## config.mk

```make
export PLATFORM = sky130hd
export DESIGN_NAME = bram_port_arbiter
export DESIGN_NICKNAME = d
export VERILOG_FILES = /design/src/rtl/bram_port_arbiter.sv
export SDC_FILE = /design/constraint.sdc
export NUM_CORES = 1
export LEC_CHECK = 0
export ABC_AREA = 0
export BUFFER_PORTS_ARGS = -buffer_cell sky130_fd_sc_hd__buf_2
export CAP_MARGIN = 30
export CELL_PAD_IN_SITES_DETAIL_PLACEMENT = 0
export CELL_PAD_IN_SITES_GLOBAL_PLACEMENT = 1
export CORE_MARGIN = 1.5
export CORE_UTILIZATION = 34
export CTS_CLUSTER_DIAMETER = 200
export DETAILED_ROUTE_END_ITERATION = 12
export PLACE_DENSITY = 0.88
export SYNTH_ARGS = -nofsm -noshare
export SYNTH_HDL_FRONTEND = slang
export SYNTH_SLANG_ARGS = --single-unit
```

## constraint.sdc

```tcl
create_clock -name clk -period 1.9 [get_ports clk]
set_input_delay 0 -clock clk [delete_from_list [all_inputs] [get_ports clk]]
set_output_delay 0 -clock clk [all_outputs]
set_load 0.02 [all_outputs]
```

## src/rtl/bram_port_arbiter.sv

```systemverilog
// Two-port valid/ready arbiter in front of one single-port BRAM.
// Port 0 is the input loader, port 1 the core. Fixed priority with a bounded
// burst so that neither port starves; read data is routed back to its issuer.
module bram_port_arbiter #(
    parameter int unsigned ADDR_W    = 32,
    parameter int unsigned DATA_W    = 32,
    parameter int unsigned MAX_BURST = 4
) (
    input  logic              clk,
    input  logic              rstn,
    input  logic              excl0,
    // Port 0: input loader
    input  logic              p0_valid,
    output logic              p0_ready,
    input  logic              p0_we,
    input  logic [ADDR_W-1:0] p0_addr,
    input  logic [DATA_W-1:0] p0_wdata,
    output logic              p0_rvalid,
    output logic [DATA_W-1:0] p0_rdata,
    // Port 1: core
    input  logic              p1_valid,
    output logic              p1_ready,
    input  logic              p1_we,
    input  logic [ADDR_W-1:0] p1_addr,
    input  logic [DATA_W-1:0] p1_wdata,
    output logic              p1_rvalid,
    output logic [DATA_W-1:0] p1_rdata,
    // BRAM side
    output logic              mem_en,
    output logic              mem_we,
    output logic [ADDR_W-1:0] mem_addr,
    output logic [DATA_W-1:0] mem_wdata,
    input  logic [DATA_W-1:0] mem_rdata
);

    localparam int unsigned CNT_W = $clog2(MAX_BURST + 1);

    typedef enum logic {
        Port0 = 1'b0,
        Port1 = 1'b1
    } port_e;

    port_e            favour_q, favour_d;
    logic [CNT_W-1:0] burst_q, burst_d;

    logic              grant0, grant1, accept;
    logic              fav_granted, other_valid;
    logic              sel_we;
    logic [ADDR_W-1:0] sel_addr;
    logic [DATA_W-1:0] sel_wdata;

    logic              mem_en_q, mem_we_q;
    logic [ADDR_W-1:0] mem_addr_q;
    logic [DATA_W-1:0] mem_wdata_q;

    // Read owner tags: stage 1 tracks the strobe cycle, stage 2 the data cycle
    logic              rd1_v_q, rd1_own_q;
    logic              rd2_v_q, rd2_own_q;
    logic [DATA_W-1:0] p0_rdata_q, p1_rdata_q;

    // Grant decode: excl0 locks out port 1, otherwise the favoured port wins a tie
    always_comb begin
        grant0    = p0_valid && (excl0 || !p1_valid || (favour_q == Port0));
        grant1    = !excl0 && p1_valid && !grant0;
        accept    = grant0 || grant1;
        sel_we    = grant1 ? p1_we    : p0_we;
        sel_addr  = grant1 ? p1_addr  : p0_addr;
        sel_wdata = grant1 ? p1_wdata : p0_wdata;
    end

    assign p0_ready = grant0;
    assign p1_ready = grant1;

    // Burst accounting; frozen while excl0 so exclusive mode leaves favour untouched
    always_comb begin
        favour_d    = favour_q;
        burst_d     = burst_q;
        fav_granted = (favour_q == Port0) ? grant0   : grant1;
        other_valid = (favour_q == Port0) ? p1_valid : p0_valid;
        if (!excl0) begin
            if (!other_valid) begin
                burst_d = '0;
            end else if (fav_granted) begin
                if (burst_q == CNT_W'(MAX_BURST - 1)) begin
                    favour_d = (favour_q == Port0) ? Port1 : Port0;
                    burst_d  = '0;
                end else begin
                    burst_d = burst_q + CNT_W'(1);
                end
            end
        end
    end

    // Arbitration state register
    always_ff @(posedge clk or negedge rstn) begin
        if (!rstn) begin
            favour_q <= Port0;
            burst_q  <= '0;
        end else begin
            favour_q <= favour_d;
            burst_q  <= burst_d;
        end
    end

    // Registered BRAM command: one access per accepted request, no bubbles
    always_ff @(posedge clk or negedge rstn) begin
        if (!rstn) begin
            mem_en_q    <= 1'b0;
            mem_we_q    <= 1'b0;
            mem_addr_q  <= '0;
            mem_wdata_q <= '0;
        end else begin
            mem_en_q <= accept;
            mem_we_q <= accept && sel_we;
            if (accept) begin
                mem_addr_q  <= sel_addr;
                mem_wdata_q <= sel_wdata;
            end
        end
    end

    assign mem_en    = mem_en_q;
    assign mem_we    = mem_we_q;
    assign mem_addr  = mem_addr_q;
    assign mem_wdata = mem_wdata_q;

    // Owner tag pipeline; reset drops any read in flight
    always_ff @(posedge clk or negedge rstn) begin
        if (!rstn) begin
            rd1_v_q   <= 1'b0;
            rd1_own_q <= 1'b0;
            rd2_v_q   <= 1'b0;
            rd2_own_q <= 1'b0;
        end else begin
            rd1_v_q   <= accept && !sel_we;
            rd1_own_q <= grant1;
            rd2_v_q   <= rd1_v_q;
            rd2_own_q <= rd1_own_q;
        end
    end

    assign p0_rvalid = rd2_v_q && !rd2_own_q;
    assign p1_rvalid = rd2_v_q && rd2_own_q;

    // Capture returned words so each port's rdata holds between responses
    always_ff @(posedge clk or negedge rstn) begin
        if (!rstn) begin
            p0_rdata_q <= '0;
            p1_rdata_q <= '0;
        end else begin
            if (p0_rvalid) p0_rdata_q <= mem_rdata;
            if (p1_rvalid) p1_rdata_q <= mem_rdata;
        end
    end

    assign p0_rdata = p0_rvalid ? mem_rdata : p0_rdata_q;
    assign p1_rdata = p1_rvalid ? mem_rdata : p1_rdata_q;

endmodule

```

==> results.json, run 1 <==
{
  "reg2reg_from": "favour_q$_DFFE_PN0P_",
  "place_congestion": 0.774,
  "syn_area_mm2": 0.00585,
  "rows": 47,
  "final_nets": 1092,
  "clk_path_buf_depth": 2,
  "max_freq_ghz": 0.568,
  "start_kind": "primary input",
  "syn_nets": 637,
  "die_h_um": 134,
  "outcome": "finished clean",
  "grt_pass1_vias": 6392,
  "crit_buf_inv": 4,
  "clk_pin_slew_worst_paths_ns": 0.06,
  "vias": 5890,
  "cap_viol_max_count": 0,
  "syn-instance-count": 469,
  "antenna_found_initial": 0,
  "chipWidth_um": 134,
  "finalSetupTns_ns": 0,
  "yosys.area.top_type": "dfrtp_1",
  "synth_commonest_cells": "dfrtp_1 (138), nand2_1 (67), a21oi_1 (65)",
  "min_period_ns": 1.76,
  "finalSetupViolations": 0,
  "htreeDepth": 4,
  "numPortBuffers": 300,
  "cts_tree": "yes",
  "drc_errors": 0,
  "ant_nets": 0,
  "viasPerCell": 5.09,
  "nFillCells": 1274,
  "diodes": 0,
  "synth_top_area_share_pct": 59.0,
  "crit_path_top_delay_cell": "dlygate4sd3_1",
  "grt_use_total_pct": 23.2,
  "crit_top_cell": "buf_2",
  "fin_crit_sh_pct": 92.7,
  "power_leakage_nw": 4.79,
  "synth_edf_count": 0,
  "drive_gt1_share_pct": 44.5,
  "grt_pass1_wl_mm": 32.6,
  "overflow": 0,
  "critical_path_class": "primary input to output port",
  "p_per_area_mw_per_mm2": 1030,
  "ys_top_cells_by_area": "dfrtp_1 (59%), mux2_2 (12%), a221o_1 (11%)",
  "drv_slew": 0,
  "clock_skew_ns": 0.00659,
  "drt-total-wl_mm": 21.0,
  "worstPathCellList": "dlygate4sd3_1 -> buf_2 -> nor2b_4 -> buf_4 -> a21boi_0 -> buf_2",
  "pin_count": 301,
  "synthDistinctLibCells": 32,
  "r2r_slack_ns": 0.15,
  "drt_first_pass_iters": 4,
  "clkSinkCount": 138,
  "stdcell_count": 1157,
  "avgRoutedWirePerCell_um": 18.2,
  "synth.most_common_cell": "dfrtp_1",
  "fin_ws_ns": 0.138,
  "min_path_type": "primary input to flop",
  "rsz0062_at_grt": "false",
  "cp.depth": 6,
  "worstHoldStart": "p0_wdata[2]",
  "grt_max_degree": 57,
  "core_area_mm2": 0.0167,
  "ir_worst_vdd_mv": 0.715,
  "max_slew_margin_pct": 47.0,
  "clk-insertion-delay-late_ns": 0.41,
  "area_growth_syn_to_layout_pct": 67.2,
  "crit_required_ns": 1.90,
  "reg2reg_to": "mem_addr[18]$_DFFE_PN0P_",
  "end_kind": "output port",
  "finalHoldViolations": 0,
  "dp_cells": 960,
  "critical_path.startpoint": "p1_valid",
  "pre_cts_ws_ns": 0.248,
  "start_util_pct": 35.0,
  "cpLargestDelayFamily": "buffers and inverters",
  "synth_warnings": 0,
  "cp_max_fo": 44,
  "synth_top_flop_cell": "dfrtp_1",
  "final_util_pct": 58.6,
  "drtIter0Drc": 285,
  "critical_path.max_stage_delay_ns": 0.52,
  "cts_made_buffers": 17,
  "synth.avg_cell_area_um2": 12.5,
  "cts_root_buf": "clkbuf_16",
  "async_flop_share_pct": 100,
  "ys_seq_elements": 138,
  "yosysSeqAreaShare_pct": 59.0,
  "die-area_mm2": 0.0180,
  "hpwlAfterDp_mm": 12.0,
  "reg2reg_depth": 3,
  "worstMarginPinSlew_ns": 0.794,
  "endpoint": "p0_ready",
  "worst-endpoint-arrival_ns": 1.76,
  "cts_setup_buffers": 0,
  "p_total_mw": 10.1
}
==> sequential cells by signal, summed over array words and instances, names as in the netlist <==
register / flops
mem_addr: 32
rd2_v_q: 1
burst_q: 3
p1_rdata_q: 32
favour_q: 1
rd1_v_q: 1
mem_en: 1
rd2_own_q: 1
mem_we: 1
rd1_own_q: 1
p0_rdata_q: 32
mem_wdata: 32
==> stage by stage <==
| stage | cell area, µm² | hold WS (ns) |
|---|---|---|
| floorplan | 5850 | -0.296 |
| global placement | 7560 | 0.000671 |
| detailed placement | 7560 | 0.00522 |
| CTS | 9780 | 0.000576 |
| global route | 9780 | 0.0113 |
| finish | 9780 | 0.0105 |
==> placed cells by master, fill, tap and decap left out, types with 2 or more instances in the layout <==
cell / count
a21oi_1: 65
a221o_1: 64
buf_12: 5
buf_2: 298
buf_4: 11
clkbuf_16: 17
clkinvlp_4: 4
dfrtp_1: 138
dlygate4sd3_1: 164
inv_1: 3
inv_6: 7
mux2_2: 64
nand2_1: 67
nand2b_1: 2
==> metal layers <==
layer,track usage (%),vias up,routed length (µm)
met5,0,-,0
met4,13.1,0,974
met3,5.52,86,1440
met2,40.1,341,10400
met1,26.3,2811,8220
li1,-,2652,-
==> final cells by class <==
class	instances	area (µm²)	area share, %
multi-input cells	285	2150	22.0
inverters	3	11.3	0.115
flip-flops and latches	138	3450	35.3
clock buffers	18	439	4.49
well taps	220	275	2.81
repair buffers	479	3330	34.0
clock inverters	14	128	1.30
==> power breakdown <==
group | internal [mW] | switching [mW]
logic | 1.33 | 1.84
registers | 3.51 | 0.223
clock network | 1.75 | 1.39
==> worst register-to-register path: cells and delay by family, from the launching register on <==
kind	cells	cell delay [ns]
and+or+nand+nor	2	0.72
DFF	1	0.44
AOI/OAI and AO/OA	1	0.47
==> cells by family (layout without fill, tap and decap cells) <==
group           count (synthesis)  after routing  synth area share (%)
flops                         138            138                  59.0
compound gates                137            137                  17.7
simple gates                   81             82                  6.14
mux                            64             64                  12.3
buf+inv                        47            514                  4.51
fa+ha+maj                       1              1                 0.214
xor+xnor                        1              1                 0.150
==> worst min-delay path by stage <==
stage                                          end  slack (ns)  depth (start not counted)
final                     mem_wdata[2]$_DFFE_PN0P_        0.01                          4
after global routing      mem_wdata[2]$_DFFE_PN0P_        0.01                          4
after CTS                 mem_wdata[2]$_DFFE_PN0P_      0.0006                          4
after detailed placement  mem_wdata[9]$_DFFE_PN0P_       0.005                          1
after global placement    mem_wdata[9]$_DFFE_PN0P_      0.0007                          1
after floorplan             burst_q[0]$_DFFE_PN0P_       -0.30                          0
==> what timing repair did <==
action                                 CTS  global route
hold buffers                           164             0
gates cloned                             1             0
endpoints found under the hold margin  249             0
setup endpoints to repair                1             1
resized for setup                        0             1
Power figures use the tool's default switching activity.
==> run 2, diff against run 1 <==
--- a/config.mk
+++ b/config.mk
@@ -11,10 +11,12 @@
 export CELL_PAD_IN_SITES_DETAIL_PLACEMENT = 0
 export CELL_PAD_IN_SITES_GLOBAL_PLACEMENT = 1
 export CORE_MARGIN = 1.5
-export CORE_UTILIZATION = 34
+export CORE_UTILIZATION = 35
+export CTS_BUF_LIST = sky130_fd_sc_hd__clkbuf_8
 export CTS_CLUSTER_DIAMETER = 200
 export DETAILED_ROUTE_END_ITERATION = 12
-export PLACE_DENSITY = 0.88
+export HOLD_SLACK_MARGIN = 0.02
+export PLACE_DENSITY = 0.9
 export SYNTH_ARGS = -nofsm -noshare
 export SYNTH_HDL_FRONTEND = slang
 export SYNTH_SLANG_ARGS = --single-unit
==> run 2 against run 1 <==
Net effect: global-route usage increased by 0.30 points; worst setup slack improved by 0.047 ns; routed wire length is 3.2% lower; final area down 1.6%; worst hold slack gained 0.050 ns; sequential power is essentially flat; utilization decreased by 0.13 points; critical path type is now flop to output port; largest power group unchanged; highest routed layer unchanged.
==> results.json, run 2 (same netlist as run 1, synthesis figures left out) <==
{
  "hpwlAfterDp_mm": 11.9,
  "stdcell_count": 1158,
  "pwr-share-comb_pct": 33.8,
  "multi_input_area_mm2": 0.00214,
  "drive_gt1_share_pct": 44.3,
  "diodes": 0,
  "max_slew_margin_pct": 68.1,
  "clkSinkCount": 138,
  "clock_skew_ns": 0.00935,
  "place_congestion": 0.756,
  "reg2reg_from": "favour_q$_DFFE_PN0P_",
  "clk_path_buf_depth": 2,
  "p_per_area_mw_per_mm2": 968,
  "reg2reg_depth": 4,
  "area_growth_syn_to_layout_pct": 64.5,
  "min_path_type": "primary input to async pin",
  "rsz0062_at_grt": "false",
  "finalHoldViolations": 0,
  "antenna_found_initial": 0,
  "p_clk_share_pct": 26.2,
  "internal-power_mw": 6.05,
  "core_area_mm2": 0.0165,
  "start_kind": "flop",
  "p_total_mw": 9.32,
  "finalSetupViolations": 0,
  "grt_max_degree": 59,
  "fin_crit_sh_pct": 90.3,
  "chipWidth_um": 132,
  "reg2reg_to": "mem_addr[0]$_DFFE_PN0P_",
  "drc_errors": 0,
  "drt-total-wl_mm": 20.4,
  "dp_cells": 960,
  "power_leakage_nw": 4.73,
  "outcome": "finished clean",
  "final_nets": 1093,
  "ant_nets": 0,
  "cap_viol_max_count": 0,
  "crit_required_ns": 1.90,
  "die_h_um": 132,
  "fin_ws_ns": 0.185,
  "max_freq_ghz": 0.583,
  "critical_path.startpoint": "rd2_v_q$_DFF_PN0_",
  "clk_pin_slew_worst_paths_ns": 0.08,
  "rows": 47,
  "htreeDepth": 4,
  "postCtsHoldBufs": 166,
  "cts_tree": "yes",
  "cts_setup_buffers": 0,
  "r2r_slack_ns": 0.26,
  "clk-insertion-delay-late_ns": 0.43,
  "fin_hold_ws_ns": 0.0605,
  "avgRoutedWirePerCell_um": 17.6,
  "worstMarginPinSlew_ns": 0.479,
  "overflow": 0,
  "cts_root_buf": "clkbuf_8",
  "grt_pass1_wl_mm": 32.5,
  "die-area_mm2": 0.0175,
  "drtIter0Drc": 264,
  "start_util_pct": 35.5,
  "critical_path_class": "flop to output port",
  "numPortBuffers": 300,
  "finalSetupTns_ns": 0,
  "viasPerCell": 5.10,
  "pre_cts_ws_ns": 0.278,
  "worst-endpoint-arrival_ns": 1.72,
  "min_period_ns": 1.72,
  "power_frac_seq_pct": 39.9,
  "grt_pass1_vias": 6306,
  "vias": 5903,
  "cts.repair.resized": 0,
  "seq_area_mm2": 0.00345,
  "switching_share_pct": 35.0,
  "drt_first_pass_iters": 5,
  "grt_use_total_pct": 23.5,
  "layout_common_cells": "buf_2 (299), dlygate4sd3_1 (166), dfrtp_1 (138)",
  "cts_made_buffers": 17,
  "cp_max_fo": 33,
  "nFillCells": 1301,
  "ir_worst_vdd_mv": 0.535,
  "p_sw_mw": 3.26,
  "end_kind": "output port",
  "drv_slew": 0,
  "layout.cells.most_common": "buf_2",
  "pin_count": 301
}
## run 2: layout make-up
class	count	area share, %
timing repair buffer	481	34.6
clock inverter	14	1.69
tap	220	2.86
multi-input combinational	284	22.3
inverter	3	0.117
clock buffer	18	2.57
sequential	138	35.9
## run 2: worst max path at each step
stage,endpoint,slack [ns],cells past startpoint
2_1_floorplan,mem_addr[0]$_DFFE_PN0P_,0.43,5
3_3_place_gp,mem_addr[1]$_DFFE_PN0P_,0.32,4
3_5_place_dp,mem_wdata[13]$_DFFE_PN0P_,0.28,4
4_1_cts,p0_rdata[17],0.14,4
5_1_grt,p0_rdata[26],0.07,4
6_report,p0_rdata[26],0.18,4
## run 2: power groups by stage
stage | registers (mW) | clock network, mW | logic, mW
floorplan | 3.90 | 0 | 1.62
global placement | 3.73 | 0 | 2.78
detailed placement | 3.75 | 0 | 2.84
CTS | 3.70 | 2.52 | 3.11
global route | 3.78 | 2.67 | 3.35
finish | 3.72 | 2.44 | 3.15
## run 2: through the flow
step	util [%]	cell area [µm²]
2_1_floorplan	-	5850
3_3_place_gp	45.9	7550
3_5_place_dp	45.9	7550
4_1_cts	58.4	9620
5_1_grt	58.4	9620
6_report	58.4	9620
## run 2: per-layer routing
layer  vias to the layer above  share of wire [%]  GRT usage (%)
met5                         -                  0              0
met4                         0                4.2           11.2
met3                        78                6.8           7.23
met2                       320                 49           39.5
met1                      2854                 40           27.5
li1                       2651                  -              -
## run 2: worst max-delay path, stage by stage (launching register included)
cell and delay (ns):
dfrtp_1 0.38, nand2b_1 0.12, buf_12 0.22, mux2_2 0.38, buf_2 0.17
